**config.mk**
```make
export PLATFORM = sky130hd
export DESIGN_NAME = video_sig_gen
export DESIGN_NICKNAME = d
export VERILOG_FILES = /design/src/rtl/video_timing_pkg.sv /design/src/rtl/wrap_counter.sv /design/src/rtl/video_sig_gen.sv
export SDC_FILE = /design/constraint.sdc
export NUM_CORES = 1
export LEC_CHECK = 0
export ABC_AREA = 0
export BUFFER_PORTS_ARGS = -buffer_cell sky130_fd_sc_hd__buf_2
export CAP_MARGIN = 20
export CORE_AREA = 4 4 77 58
export CTS_CLUSTER_DIAMETER = 80
export CTS_CLUSTER_SIZE = 25
export DETAILED_ROUTE_END_ITERATION = 6
export DIE_AREA = 0 0 81 62
export MAX_ROUTING_LAYER = met4
export PLACE_DENSITY_LB_ADDON = 0.15
export SLEW_MARGIN = 5
export SYNTH_ARGS = -nofsm -noshare
export SYNTH_HDL_FRONTEND = slang
export SYNTH_SLANG_ARGS = --single-unit
```
**constraint.sdc**
```tcl
create_clock -name clk_pixel_in -period 3.5 [get_ports clk_pixel_in]
set_input_delay 0 -clock clk_pixel_in [delete_from_list [all_inputs] [get_ports clk_pixel_in]]
set_output_delay 0 -clock clk_pixel_in [all_outputs]
set_load 0.02 [all_outputs]
```
**src/rtl/video_timing_pkg.sv**
```systemverilog
// Shared 720p60 video timing constants and region decoding for the signal
// generator and the HDMI top level.
package video_timing_pkg;

    localparam int unsigned DEF_ACTIVE_H_PIXELS = 1280;
    localparam int unsigned DEF_H_FRONT_PORCH   = 110;
    localparam int unsigned DEF_H_SYNC_WIDTH    = 40;
    localparam int unsigned DEF_H_BACK_PORCH    = 220;

    localparam int unsigned DEF_ACTIVE_LINES    = 720;
    localparam int unsigned DEF_V_FRONT_PORCH   = 5;
    localparam int unsigned DEF_V_SYNC_WIDTH    = 5;
    localparam int unsigned DEF_V_BACK_PORCH    = 20;

    localparam int unsigned DEF_FPS             = 60;

    localparam int unsigned H_TOTAL = DEF_ACTIVE_H_PIXELS + DEF_H_FRONT_PORCH
                                    + DEF_H_SYNC_WIDTH + DEF_H_BACK_PORCH;
    localparam int unsigned V_TOTAL = DEF_ACTIVE_LINES + DEF_V_FRONT_PORCH
                                    + DEF_V_SYNC_WIDTH + DEF_V_BACK_PORCH;

    // Regions of a line (in pixels) or of a frame (in lines), in scan order.
    typedef enum logic [1:0] {
        REGION_ACTIVE = 2'd0,
        REGION_FRONT  = 2'd1,
        REGION_SYNC   = 2'd2,
        REGION_BACK   = 2'd3
    } region_e;

    // Classify a counter position against the active/front/sync boundaries;
    // anything beyond the sync pulse is back porch.
    function automatic region_e region_of(
        input int unsigned cnt,
        input int unsigned active,
        input int unsigned front,
        input int unsigned sync
    );
        if (cnt < active) begin
            return REGION_ACTIVE;
        end else if (cnt < active + front) begin
            return REGION_FRONT;
        end else if (cnt < active + front + sync) begin
            return REGION_SYNC;
        end else begin
            return REGION_BACK;
        end
    endfunction

endpackage

```
**src/rtl/wrap_counter.sv**
```systemverilog
// Modulo-MAX counter with increment enable. Resets to MAX-1 so that the
// first enabled edge after reset lands on 0. Exposes its next value so the
// parent can register flags that line up with the count.
module wrap_counter #(
    parameter  int unsigned MAX = 8,
    localparam int unsigned W   = $clog2(MAX)
) (
    input  logic         clk_i,
    input  logic         rst_i,
    input  logic         en_i,
    output logic [W-1:0] count_o,
    output logic [W-1:0] count_d_o,
    output logic         wrap_o
);

    localparam logic [W-1:0] LAST = W'(MAX - 1);

    logic [W-1:0] count_q;
    logic [W-1:0] count_d;

    // Next count: hold when disabled, otherwise step and wrap at MAX-1.
    always_comb begin
        count_d = count_q;
        if (en_i) begin
            count_d = (count_q == LAST) ? '0 : count_q + W'(1);
        end
    end

    // Count register, parked at MAX-1 while in reset.
    always_ff @(posedge clk_i or posedge rst_i) begin
        if (rst_i) begin
            count_q <= LAST;
        end else begin
            count_q <= count_d;
        end
    end

    assign count_o   = count_q;
    assign count_d_o = count_d;
    assign wrap_o    = en_i && (count_q == LAST);

endmodule

```
**src/rtl/video_sig_gen.sv**
```systemverilog
// Video timing generator: pixel/line counters plus registered sync,
// active-draw, new-frame and frame-count outputs that always describe the
// counts presented in the same cycle.
module video_sig_gen
    import video_timing_pkg::*;
#(
    parameter  int unsigned ACTIVE_H_PIXELS = DEF_ACTIVE_H_PIXELS,
    parameter  int unsigned H_FRONT_PORCH   = DEF_H_FRONT_PORCH,
    parameter  int unsigned H_SYNC_WIDTH    = DEF_H_SYNC_WIDTH,
    parameter  int unsigned H_BACK_PORCH    = DEF_H_BACK_PORCH,
    parameter  int unsigned ACTIVE_LINES    = DEF_ACTIVE_LINES,
    parameter  int unsigned V_FRONT_PORCH   = DEF_V_FRONT_PORCH,
    parameter  int unsigned V_SYNC_WIDTH    = DEF_V_SYNC_WIDTH,
    parameter  int unsigned V_BACK_PORCH    = DEF_V_BACK_PORCH,
    parameter  int unsigned FPS             = DEF_FPS,
    localparam int unsigned HT = ACTIVE_H_PIXELS + H_FRONT_PORCH + H_SYNC_WIDTH + H_BACK_PORCH,
    localparam int unsigned VT = ACTIVE_LINES + V_FRONT_PORCH + V_SYNC_WIDTH + V_BACK_PORCH,
    localparam int unsigned HW = $clog2(HT),
    localparam int unsigned VW = $clog2(VT),
    localparam int unsigned FW = $clog2(FPS)
) (
    input  logic          clk_pixel_in,
    input  logic          rst_in,
    output logic [HW-1:0] h_count_out,
    output logic [VW-1:0] v_count_out,
    output logic          hs_out,
    output logic          vs_out,
    output logic          ad_out,
    output logic          nf_out,
    output logic [FW-1:0] fc_out
);

    logic [HW-1:0] h_d;
    logic [VW-1:0] v_d;
    logic          h_wrap;
    logic          v_wrap_unused;

    region_e       h_region_d;
    region_e       v_region_d;

    logic          hs_d, hs_q;
    logic          vs_d, vs_q;
    logic          ad_d, ad_q;
    logic          nf_d, nf_q;
    logic [FW-1:0] fc_d, fc_q;

    wrap_counter #(
        .MAX (HT)
    ) u_h_counter (
        .clk_i     (clk_pixel_in),
        .rst_i     (rst_in),
        .en_i      (1'b1),
        .count_o   (h_count_out),
        .count_d_o (h_d),
        .wrap_o    (h_wrap)
    );

    wrap_counter #(
        .MAX (VT)
    ) u_v_counter (
        .clk_i     (clk_pixel_in),
        .rst_i     (rst_in),
        .en_i      (h_wrap),
        .count_o   (v_count_out),
        .count_d_o (v_d),
        .wrap_o    (v_wrap_unused)
    );

    // Flags are decoded from the counters' next values and registered, so
    // they change on the same edge as the counts they describe.
    always_comb begin
        h_region_d = region_of(32'(h_d), ACTIVE_H_PIXELS, H_FRONT_PORCH, H_SYNC_WIDTH);
        v_region_d = region_of(32'(v_d), ACTIVE_LINES, V_FRONT_PORCH, V_SYNC_WIDTH);

        ad_d = (h_region_d == REGION_ACTIVE) && (v_region_d == REGION_ACTIVE);
        hs_d = (h_region_d == REGION_SYNC);
        vs_d = (v_region_d == REGION_SYNC);
        nf_d = (32'(h_d) == ACTIVE_H_PIXELS) && (32'(v_d) == ACTIVE_LINES);

        fc_d = fc_q;
        if (nf_d) begin
            fc_d = (32'(fc_q) == FPS - 1) ? '0 : fc_q + FW'(1);
        end
    end

    // Output flag and frame-counter registers, cleared asynchronously.
    always_ff @(posedge clk_pixel_in or posedge rst_in) begin
        if (rst_in) begin
            hs_q <= 1'b0;
            vs_q <= 1'b0;
            ad_q <= 1'b0;
            nf_q <= 1'b0;
            fc_q <= '0;
        end else begin
            hs_q <= hs_d;
            vs_q <= vs_d;
            ad_q <= ad_d;
            nf_q <= nf_d;
            fc_q <= fc_d;
        end
    end

    assign hs_out = hs_q;
    assign vs_out = vs_q;
    assign ad_out = ad_q;
    assign nf_out = nf_q;
    assign fc_out = fc_q;

endmodule

```
; Word level (Yosys, flattened, before mapping)
; Cells that the tools add are included.
[totals]
elab_cells = 37
out_inout_bits = 31
input_bits = 2
reg_bits = 31
[op_classes]
add_sub_neg = 3
n_reduce_logical = 4
magnitude_cmp = 6
n_mux = 10
eq_ne = 7
[ops]
columns = cell, count
row1 = "< comparator 11 bit, second input constant", 3
row2 = "< comparator 10 bit, second input constant", 3
row3 = "== test 11 bit, second input constant", 2
row4 = "== test 10 bit, second input constant", 2
row5 = two-way mux 10 bit, 2
row6 = "adder 11 x 1 -> 11 bit, second input constant", 1
row7 = two-way mux 11 bit, 1
row8 = "adder 10 x 1 -> 10 bit, second input constant", 1
row9 = two-way mux 2 bit, 4
row10 = "adder 6 x 1 -> 6 bit, second input constant", 1
row11 = "== test 6 bit, second input constant", 1
row12 = two-way mux 6 bit, 1
row13 = "== test 2 bit, second input constant", 2
row14 = zero test 2 bit, 2
row15 = logical AND 1 bit, 2
row16 = two-way mux 1 bit, 2

; Longest topological paths before layout
; Gate-level depths: netlist of run 1.
[logic_depth]
depth_word = 9
depth_mapped = 11
mapped_depth_nobuf = 9

; Modules after synthesis
; A second synthesis of run 1 with hierarchy kept.
[hier_totals]
cells_unflattened = 173
area_unflattened_um2 = 1745.4
[by_module_without_submodules]
columns = module, area_each_um2, seq_area_each_um2, cells_each, n_inst
row1 = video_sig_gen, 608.1, 250.2, 63, 1
row2 = wrap_counter at u_h_counter, 588.1, 282.8, 57, 1
row3 = wrap_counter at u_v_counter, 549.3, 259.0, 53, 1

; Least setup slack after synthesis of run 1
; OpenSTA, ideal clock, no wires.
[synth_path]
kind = register to register
start = register u_v_counter.count_q[1], in the netlist u_v_counter.count_o[1]
end = register fc_q[0], in the netlist fc_out[0]
slack_ps = 916
arrival_ps = 2459
stages_incl_launch_ff = 12
period_less_slack_ps = 2584
cell_sequence = dfrtp_1 > inv_1 > ha_1 > and3b_1 > buf_6 > and3_4 > nor4_2 > a311oi_1 > a211oi_4 > and3_1 > buf_6 > mux2_4
[synth_between]
elab_chain_len = 5
elab_cells_between_ends = 6
cone_classes = add/sub: 1 / eq/ne: 2 / mux: 2 / reduce/logical: 1
[synth_lines]
columns = item, line_no
row1 = start: declaration, wrap_counter.sv:18  ; logic [W-1:0] count_q;
row2 = start signal: assignment, wrap_counter.sv:34  ; count_q <= count_d;
row3 = adder 10 x 1 -> 10 bit / == test 10 bit (equally long branches), -
row4 = two-way mux 10 bit, wrap_counter.sv:25  ; count_d = (count_q == LAST) ? '0 : count_q + W'(1);
row5 = two-way mux 10 bit (*), wrap_counter.sv:24  ; if (en_i) begin
row6 = == test 10 bit (*), video_sig_gen.sv:78  ; nf_d = (32'(h_d) == ACTIVE_H_PIXELS) && (32'(v_d) == ACTIVE_LINES);
row7 = logical AND 1 bit (*), video_sig_gen.sv:78
row8 = net nf_d, video_sig_gen.sv:44  ; logic nf_d, nf_q;
row9 = end signal: assignment, video_sig_gen.sv:93  ; fc_q <= '0;
row10 = end signal: assignment, video_sig_gen.sv:99  ; fc_q <= fc_d;
row11 = end: declaration, video_sig_gen.sv:45  ; logic [FW-1:0] fc_d, fc_q;
; The timed path passes the listed nets; every way through them passes the cells marked *.
; A chain may end at the register's enable or synchronous reset.

; Final worst setup path of run 1
[layout_path]
start = register u_h_counter.count_q[0], in the netlist u_h_counter.count_o[0]
end = register fc_q[1], in the netlist fc_out[1]
[layout_between]
elab_chain_len = 4
elab_cells_between_ends = 7
cone_classes = add/sub: 1 / eq/ne: 3 / mux: 2 / reduce/logical: 1
[layout_lines]
columns = item, line_no
row1 = start: declaration, wrap_counter.sv:18
row2 = start signal: assignment, wrap_counter.sv:34
row3 = adder 11 x 1 -> 11 bit / == test 11 bit (equally long branches), wrap_counter.sv:25
row4 = two-way mux 11 bit (*), wrap_counter.sv:25
row5 = net h_d[8], video_sig_gen.sv:33  ; logic [HW-1:0] h_d;
row6 = == test 11 bit (*), video_sig_gen.sv:78
row7 = logical AND 1 bit (*), video_sig_gen.sv:78
; Marks and branches as above.

==> flow_metrics.tcl, run 1 <==
set metrics [dict create \
    status "completed" \
    totalWireLength_mm 4.39 \
    cp.arrival_ps 3060 \
    path_clk_slew_ps 60 \
    min_path_type "in2async" \
    place_hpwl_mm 3.37 \
    fin_nets 251 \
    finalNonFillerCells 296 \
    final-max-slew-violation-count 0 \
    clk-insertion-delay-late_ps 270 \
    vias 1660 \
    vdd_ir_drop_max_mv 0.233 \
    utilization 0.611 \
    grt-ovfl-total 0 \
    antenna_found_initial 0 \
    fin_setup_tns_ps 0 \
    viasPerCell 5.61 \
    grt_pass1_wl_mm 7.19 \
    powerDensity_nw_per_um2 271 \
    p_total_mw 0.622 \
    die_h_um 62 \
    min_period_ps 2900 \
    die_area_um2 5020 \
    synth_nets 216 \
    track_usage 0.197 \
    cts_resized 0 \
    antenna_cells 0 \
    ant_nets 0 \
    fin_skew_ps 2.09 \
    worstMarginPinSlew_ps 589 \
    io_buffers 32 \
    ff2ff_setup_slack_ps 600 \
    fin_crit_sh 0.829 \
    worst-endpoint-required_ps 3660 \
    syn_avg_cell_area_um2 9.66 \
    p_leak_nw 1.05 \
    fillers 340 \
    synth-seq-cells 31 \
    cts_tree "done" \
    cts_sinks 31 \
    r2r-start "u_h_counter.count_o[0]" \
    numCtsBuffers 5 \
    initial_core_util 0.537 \
    final_layout_size_suffix_gt1_frac 0.295 \
    async_flop_share 1.00 \
    drcViolationCount 0 \
    dr.first_iter.drc_count 123 \
    ios 33 \
    drt-pass1-iter-count 4 \
    max_freq_ghz 0.345 \
    critPathLaunchType "flip-flop" \
    r2r-end "fc_out[1]" \
    ys_warn_count 0 \
    dp.cells 288 \
    grt_pass1_vias 1489 \
    synth_flop_cell "dfrtp_1" \
    rsz0062_at_grt "false" \
    rows 19 \
    synth_edf_count 0 \
    final-setup-viol-count 0 \
    grt_max_degree 32 \
    max_slew_margin 0.607 \
    cts_max_path_buffers 2 \
    hold_viol 0 \
    cts_root_buf "clkbuf_8" \
    worstPathMaxFanout 7 \
    synthToLayoutAreaGrowth_pct 13.6 \
    worstSetupEndpointType "flip-flop" \
    syn-instance-count 209 \
    cts-htree-levels 2 \
    cap_violations 0 \
    syn-cell-area_um2 2020 \
    synth-seq-area-share 0.392 \
    dieWidth_um 81 \
    crit_type "reg2reg" \
    ys_types 61 \
    reg2regPathDepth 8 \
    place.gp.congestion 0.937 \
    wire_per_inst_um 14.8 \
    coreArea_um2 3760 \
]
cells in the final DEF, fill, tap and decap left out, types with 5 or more instances in the layout:
master / n
nand3_1: 10
xnor2_1: 6
and3_1: 5
buf_2: 32
nand4_1: 5
o21ai_0: 13
nor2_1: 22
dfstp_2: 13
nor3_1: 6
ha_1: 5
a31oi_1: 6
dfrtp_1: 18
inv_1: 11
nand2_1: 17
clkbuf_8: 5
critical path, cell delays in order, from the launching register on:
cell	delay, ps
dfstp_2	590
ha_1	290
nand3_1	210
nor3_2	170
xor2_1	270
o2111ai_1	360
nor3_1	260
and3_1	320
mux2_4	320
kinds of logic (layout without fill, tap and decap cells):
| kind of cell | count (synthesis) | after routing | synth area share |
|---|---|---|---|
| DFF | 31 | 31 | 0.392 |
| muxes | 4 | 4 | 0.0254 |
| xor gates and xnor gates | 11 | 11 | 0.0515 |
| AOI/OAI and AO/OA | 45 | 45 | 0.156 |
| and+or+nand+nor | 95 | 95 | 0.298 |
| buffers and inverters | 18 | 53 | 0.0459 |
| adders and majority gates | 5 | 5 | 0.0310 |
synth_stat cells, drive strengths merged (6+ instances only):
cell type | count | area, um^2
and3 | 6 | 42.5
nor2 | 22 | 82.6
o21ai | 16 | 80.1
nand3 | 11 | 60.1
dfrtp | 18 | 450
nor3 | 9 | 66.3
a31oi | 6 | 37.5
inv | 11 | 41.3
nand2 | 18 | 70.1
buf | 6 | 47.5
xnor2 | 7 | 68.8
dfstp | 13 | 342
power breakdown:
group / switching [mW] / leakage, nW / internal (mW)
registers: 0 / 0.381 / 0.359
clock network: 0.118 / 0.0383 / 0.137
logic: 0.00674 / 0.626 / 0.00194
total: 0.125 / 1.05 / 0.498
stage by stage:
step	cell area, um^2	hold WS (ps)	setup slack (ps)
5_1_grt	2290	401	420
6_report	2290	338	599
3_5_place_dp	2210	91.7	636
2_1_floorplan	2020	93.9	916
4_1_cts	2290	342	635
3_3_place_gp	2210	91.1	782
sequential cells by signal, indices dropped and copies added (netlist names):
name and cells:
ad_out 1, fc_out 6, vs_out 1, nf_out 1, u_h_counter.count_o 11, u_v_counter.count_o 10, hs_out 1
worst max-delay path by stage:
stage,start,to,slack [ps],depth (start not counted)
after floorplan,u_v_counter.count_o[1],fc_out[0],920,11
after global placement,u_h_counter.count_o[0],fc_out[1],780,8
after detailed placement,u_h_counter.count_o[0],fc_out[1],640,8
after CTS,u_h_counter.count_o[0],fc_out[0],640,8
after global routing,u_h_counter.count_o[0],fc_out[1],420,8
final,u_h_counter.count_o[0],fc_out[1],600,8
layer usage:
metal  global-route usage  vias up  part of all wire  wire (um)
li1                     -      834                 -          -
met5                    -        -                 0          0
met3               0.0432        5             0.040        176
met1                0.308      789              0.56       2460
met4               0.0530        0            0.0025         11
met2                0.249       32              0.40       1750
final cells by class:
| cell class | count | area (um^2) | area share |
|---|---|---|---|
| flip-flops and latches | 31 | 792 | 0.345 |
| inverters | 11 | 41.3 | 0.0180 |
| repair buffers | 35 | 185 | 0.0807 |
| multi-input cells | 160 | 1130 | 0.494 |
| clock buffers | 7 | 76.3 | 0.0333 |
| well taps | 52 | 65.1 | 0.0284 |
repair_timing:
item	CTS	global route
hold buffers	1	0
endpoints found under the hold margin	18	0
buffers inserted	0	0
Note: power is estimated with default switching activity, not from simulation.
==> inputs of run 2 (changes only) <==
--- a/config.mk
+++ b/config.mk
@@ -5,14 +5,14 @@
 export SDC_FILE = /design/constraint.sdc
 export NUM_CORES = 1
 export LEC_CHECK = 0
-export ABC_AREA = 0
+export ABC_AREA = 1
 export BUFFER_PORTS_ARGS = -buffer_cell sky130_fd_sc_hd__buf_2
 export CAP_MARGIN = 20
-export CORE_AREA = 4 4 77 58
+export CORE_AREA = 4 4 84 62
 export CTS_CLUSTER_DIAMETER = 80
 export CTS_CLUSTER_SIZE = 25
 export DETAILED_ROUTE_END_ITERATION = 6
-export DIE_AREA = 0 0 81 62
+export DIE_AREA = 0 0 88 66
 export MAX_ROUTING_LAYER = met4
 export PLACE_DENSITY_LB_ADDON = 0.15
 export SLEW_MARGIN = 5
==> constraint.sdc (replaced) <==
create_clock -name clk_pixel_in -period 2.61 [get_ports clk_pixel_in]
set_input_delay 0 -clock clk_pixel_in [delete_from_list [all_inputs] [get_ports clk_pixel_in]]
set_output_delay 0 -clock clk_pixel_in [all_outputs]
set_load 0.02 [all_outputs]
==> flow_metrics.tcl, run 2 <==
set metrics [dict create \
    dieWidth_um 88 \
    synth-seq-cells 31 \
    cts_max_path_buffers 2 \
    grt-ovfl-total 0 \
    pwr-share-comb 0.015 \
    swShare 0.235 \
    rsz0062_at_grt "false" \
    clockPowerShare 0.439 \
    clk-insertion-delay-late_ps 280 \
    worst-endpoint-required_ps 2780 \
    vias 2066 \
    worstSetupEndpointType "flip-flop" \
    track_usage 0.202 \
    final-setup-viol-count 0 \
    ant_nets 0 \
    final_cell_mix "75 x nand2_1, 40 x inv_1, 32 x buf_2" \
    critPathLaunchType "flip-flop" \
    fillers 414 \
    cpMaxStageDelayCell "dfstp_2" \
    dr.first_iter.drc_count 221 \
    antenna_found_initial 0 \
    worstPathMaxFanout 8 \
    ff_latch_area_um2 792 \
    switchingPower_mw 0.207 \
    yosysTopAreaCellShare 0.203 \
    synth_edf_count 0 \
    cts_resized 0 \
    p_leak_nw 1.32 \
    grt_max_degree 26 \
    final-max-slew-violation-count 0 \
    cp.arrival_ps 2390 \
    synthToLayoutAreaGrowth_pct 15.3 \
    async_flop_share 1.00 \
    place_hpwl_mm 4.20 \
    crit_chain "ha_1 -> inv_1 -> nor2_1 -> nand3_2 -> nand3b_1 -> nand2_2 -> nor2_2 -> nand2_2 -> nor2_8 -> nand3_4 -> nand2_1 -> nand2_1" \
    powerDensity_nw_per_um2 344 \
    dp.cells 391 \
    status "completed" \
    hold_viol 0 \
    crit_type "reg2reg" \
    syn_avg_cell_area_um2 7.33 \
    fin_setup_tns_ps 0 \
    viasPerCell 5.17 \
    path_clk_slew_ps 80 \
    max_freq_ghz 0.450 \
    antenna_cells 0 \
    synth-seq-area-share 0.357 \
    ys_types 29 \
    fin_skew_ps 10.5 \
    wire_per_inst_um 13.2 \
    drcViolationCount 0 \
    fin_crit_sh 0.851 \
    cts-htree-levels 2 \
    ys_warn_count 0 \
    post-cts-setup-buffers 0 \
    finalNonFillerCells 400 \
    largest_reg_flops 11 \
    die_area_um2 5810 \
    vdd_ir_drop_max_mv 0.284 \
    multi_input_area_um2 1230 \
    io_buffers 32 \
    yosys.cell_count.top_type "nand2_1" \
    grt_pass1_vias 1914 \
    place.gp.congestion 0.975 \
    final_layout_size_suffix_gt1_frac 0.316 \
    p_int_mw 0.675 \
    ios 33 \
    seqPwrFrac 0.546 \
    coreArea_um2 4330 \
    syn-instance-count 303 \
    grt_pass1_wl_mm 8.91 \
    drt-pass1-iter-count 4 \
    cap_violations 0 \
    critPathMaxStageDelay_ps 600 \
    synthTopCellsByCount "75 x nand2_1, 40 x inv_1, 29 x nor2_1" \
    numCtsBuffers 5 \
    rows 20 \
    max_slew_margin 0.357 \
    totalWireLength_mm 5.27 \
    final_common_cell "nand2_1" \
    netlist_top_cells_area "dfrtp_1 20%, dfstp_2 15%, nand2_1 13%" \
    cts_sinks 31 \
    syn-cell-area_um2 2220 \
    min_path_type "in2async" \
    synth_nets 310 \
    cts_tree "done" \
    initial_core_util 0.513 \
    fin_nets 351 \
    die_h_um 66 \
    yosysTopAreaCell "dfrtp_1" \
    min_period_ps 2220 \
    worstMarginPinSlew_ps 964 \
    synth_flop_cell "dfrtp_1" \
    cts_root_buf "clkbuf_8" \
]
==> run 2: cell types whose count changed after synthesis, sizes merged, moves of 8 or more <==
cell and change:
nand3 +19, o21ai -9, nand4 +9, nor2 +21, a21oi +8, nand2 +74, inv +39
==> run 2: worst max-delay path, delay by kind of cell (launching register included) <==
family        cells  cell delay [ps]
flops             1              600
simple gates     10             1300
fa+ha+maj         1              170
buf+inv           1               40
==> run 2: power by group through the flow <==
stage,registers [mW],clock network [mW],logic [mW]
6_report,0.481,0.387,0.0133
5_1_grt,0.481,0.421,0.0154
4_1_cts,0.481,0.398,0.0141
3_5_place_dp,0.490,0,0.0132
3_3_place_gp,0.490,0,0.0129
2_1_floorplan,0.490,0,0.00693
==> run 2: cell type report <==
cell class	count	area share
clock buffer	5	0.0269
clock inverter	3	0.00977
inverter	50	0.0733
multi-input combinational	221	0.482
sequential	31	0.309
tap	55	0.0269
timing repair buffer	35	0.0723
==> run 2: timing repair <==
item                                   4_1_cts  5_1_grt
hold buffers                                 1        0
setup endpoints to repair                    0        0
endpoints found under the hold margin       18        0
==> run 2: cells by family after synthesis <==
group           synth area share
simple gates               0.454
fa+ha+maj                 0.0282
flops                      0.357
buf+inv                   0.0879
compound gates            0.0541
xor+xnor                  0.0197
==> run 2: stage by stage <==
stage / power, mW / hold slack, ps / utilization / setup slack [ps] / cell area (um^2)
floorplan: 0.497 / 93.9 / - / 563 / 2220
global placement: 0.503 / 270 / 0.568 / 414 / 2460
detailed placement: 0.503 / 271 / 0.568 / 401 / 2460
CTS: 0.894 / 498 / 0.592 / 389 / 2560
global route: 0.918 / 547 / 0.592 / 134 / 2560
finish: 0.882 / 467 / 0.592 / 390 / 2560
==> run 2: worst paths after layout <==
kind                                   startpoint                     end  slack [ps]  cells after the start
min reg2reg                             fc_out[5]               fc_out[5]         540                      2
min in group clk_pixel_in               fc_out[5]               fc_out[5]         540                      2
min                                        rst_in                  nf_out         470                      3
max                        u_v_counter.count_o[0]               fc_out[0]         390                     12
max in group asynchronous                  rst_in  u_v_counter.count_o[6]        1410                      4
max reg2reg                u_v_counter.count_o[0]               fc_out[0]         390                     12
==> run 2: layer usage <==
layer | vias to the layer above | wire length [um] | GRT usage
met4 | 0 | 11 | 0.0230
met1 | 956 | 2660 | 0.307
met5 | - | 0 | -
met3 | 2 | 385 | 0.0436
met2 | 68 | 2210 | 0.280
li1 | 1040 | - | -
==> inputs of run 3 (changes only) <==
--- a/config.mk
+++ b/config.mk
@@ -14,7 +14,7 @@
 export DETAILED_ROUTE_END_ITERATION = 6
 export DIE_AREA = 0 0 88 66
 export MAX_ROUTING_LAYER = met4
-export PLACE_DENSITY_LB_ADDON = 0.15
+export PLACE_DENSITY_LB_ADDON = 0.08
 export SLEW_MARGIN = 5
 export SYNTH_ARGS = -nofsm -noshare
 export SYNTH_HDL_FRONTEND = slang
==> flow_metrics.tcl, run 3 (synthesis gave the netlist of run 2 again) <==
set metrics [dict create \
    crit_buf_inv 0 \
    grt_pass1_vias 1930 \
    min_path_type "in2async" \
    wire_per_inst_um 13.5 \
    multi_input_area_um2 1230 \
    hold_viol 0 \
    vias 2068 \
    worstMarginPinSlew_ps 818 \
    track_usage 0.213 \
    min_period_ps 2280 \
    cap_violations 0 \
    place.gp.congestion 1.02 \
    final-setup-viol-count 0 \
    drcViolationCount 0 \
    p_leak_nw 1.32 \
    max_slew_margin 0.454 \
    stdcell_area_um2 2550 \
    grt-ovfl-total 0 \
    die_area_um2 5810 \
    antenna_found_initial 0 \
    totalWireLength_mm 5.39 \
    fin_skew_ps 4.60 \
    fin_nets 351 \
    cts_sinks 31 \
    worstSetupEndpointType "flip-flop" \
    rsz0062_at_grt "false" \
    cpMaxStageDelayCell "dfstp_2" \
    cp.arrival_ps 2460 \
    vdd_ir_drop_max_mv 0.202 \
    critPathLaunchType "flip-flop" \
    largest_reg_flops 11 \
    fin_setup_tns_ps 0 \
    hold_buffers 1 \
    final_common_cell "nand2_1" \
    worst-endpoint-required_ps 2790 \
    crit_type "reg2reg" \
    cts_tree "done" \
    critPathTopFamily "simple AND/OR/NAND/NOR gates" \
    ant_nets 0 \
    numCtsBuffers 5 \
    viasPerCell 5.17 \
    io_buffers 32 \
    cts_max_path_buffers 2 \
    cpMostUsedCell "nand2_1" \
    path_clk_slew_ps 70 \
    grt_max_degree 22 \
    dr.first_iter.drc_count 173 \
    crit_chain "ha_1 -> nand3_2 -> nor2_2 -> nand2_1 -> nand2_1 -> nand2_1 -> nor2_1 -> nand2_1 -> nor2_4 -> nand3_4 -> nand2_1 -> nand2_1" \
    final-max-slew-violation-count 0 \
    cts_root_buf "clkbuf_8" \
    worstPathMaxFanout 7 \
    clk-insertion-delay-late_ps 290 \
    cts-htree-levels 2 \
    coreArea_um2 4330 \
    final_layout_size_suffix_gt1_frac 0.313 \
    rows 20 \
    place_hpwl_mm 4.19 \
    initial_core_util 0.513 \
    antenna_cells 0 \
    die_h_um 66 \
    max_freq_ghz 0.439 \
    grt_pass1_wl_mm 9.16 \
    dpl_cell_area_um2 2460 \
    ff_latch_area_um2 792 \
    fillers 412 \
    ios 33 \
    drt-pass1-iter-count 4 \
    final_cell_mix "75 x nand2_1, 40 x inv_1, 32 x buf_2" \
    cts_resized 0 \
    dieWidth_um 88 \
    status "completed" \
    post-cts-setup-buffers 0 \
    synthToLayoutAreaGrowth_pct 14.9 \
    powerDensity_nw_per_um2 342 \
    fin_crit_sh 0.873 \
    critPathMaxStageDelay_ps 600 \
]
[run 3: cell types whose count changed in the layout (fill, tap and decap cells not counted)]
cell / delta
clkinv_4: -2
clkbuf_1: +1
clkinv_2: +1
[run 3: final timing paths]
| kind | startpoint | to | slack [ps] | cells after the start |
|---|---|---|---|---|
| max in group asynchronous | rst_in | u_v_counter.count_o[2] | 1500 | 4 |
| worst min-delay path | rst_in | vs_out | 420 | 3 |
| min in group clk_pixel_in | fc_out[5] | fc_out[5] | 520 | 2 |
| worst max-delay path | u_h_counter.count_o[0] | fc_out[1] | 330 | 12 |
| worst min register to register | fc_out[5] | fc_out[5] | 520 | 2 |
| worst max register to register | u_h_counter.count_o[0] | fc_out[1] | 330 | 12 |
[run 3: power by group]
part | switching (mW) | total [mW] | internal, mW
Clock | 0.191 | 0.378 | 0.186
Sequential | 0 | 0.481 | 0.481
Combinational | 0.00994 | 0.0134 | 0.00350
[run 3: worst register-to-register path, stage by stage (launching register included)]
cell	delay (ps)
dfstp_2	600
ha_1	270
nand3_2	140
nor2_2	170
nand2_1	70
nand2_1	60
nand2_1	80
nor2_1	110
nand2_1	170
nor2_4	250
nand3_4	130
nand2_1	90
nand2_1	40
[run 3: through the flow]
stage          std cells  worst slack, ps  power, mW  hold slack, ps  utilization
2_1_floorplan        303              563      0.497            93.9            -
3_3_place_gp         391              395      0.503             196        0.568
3_5_place_dp         391              371      0.503             196        0.568
4_1_cts              400              362      0.886             429        0.590
5_1_grt              400              100      0.914             498        0.590
6_report             400              331      0.872             421        0.590
[run 3: cell type report]
type                       instances  share of cell area
multi-input combinational        221               0.483
clock buffer                       6              0.0284
sequential                        31               0.310
tap                               55              0.0270
clock inverter                     2             0.00490
inverter                          50              0.0735
timing repair buffer              35              0.0725
[run 3: metal layers]
layer  wire length [um]  vias up  global-route usage
met1               2830      960               0.310
met4                 21        0              0.0575
li1                   -     1050                   -
met3                272        2              0.0423
met2               2270       56               0.299
met5                  0        -                   -
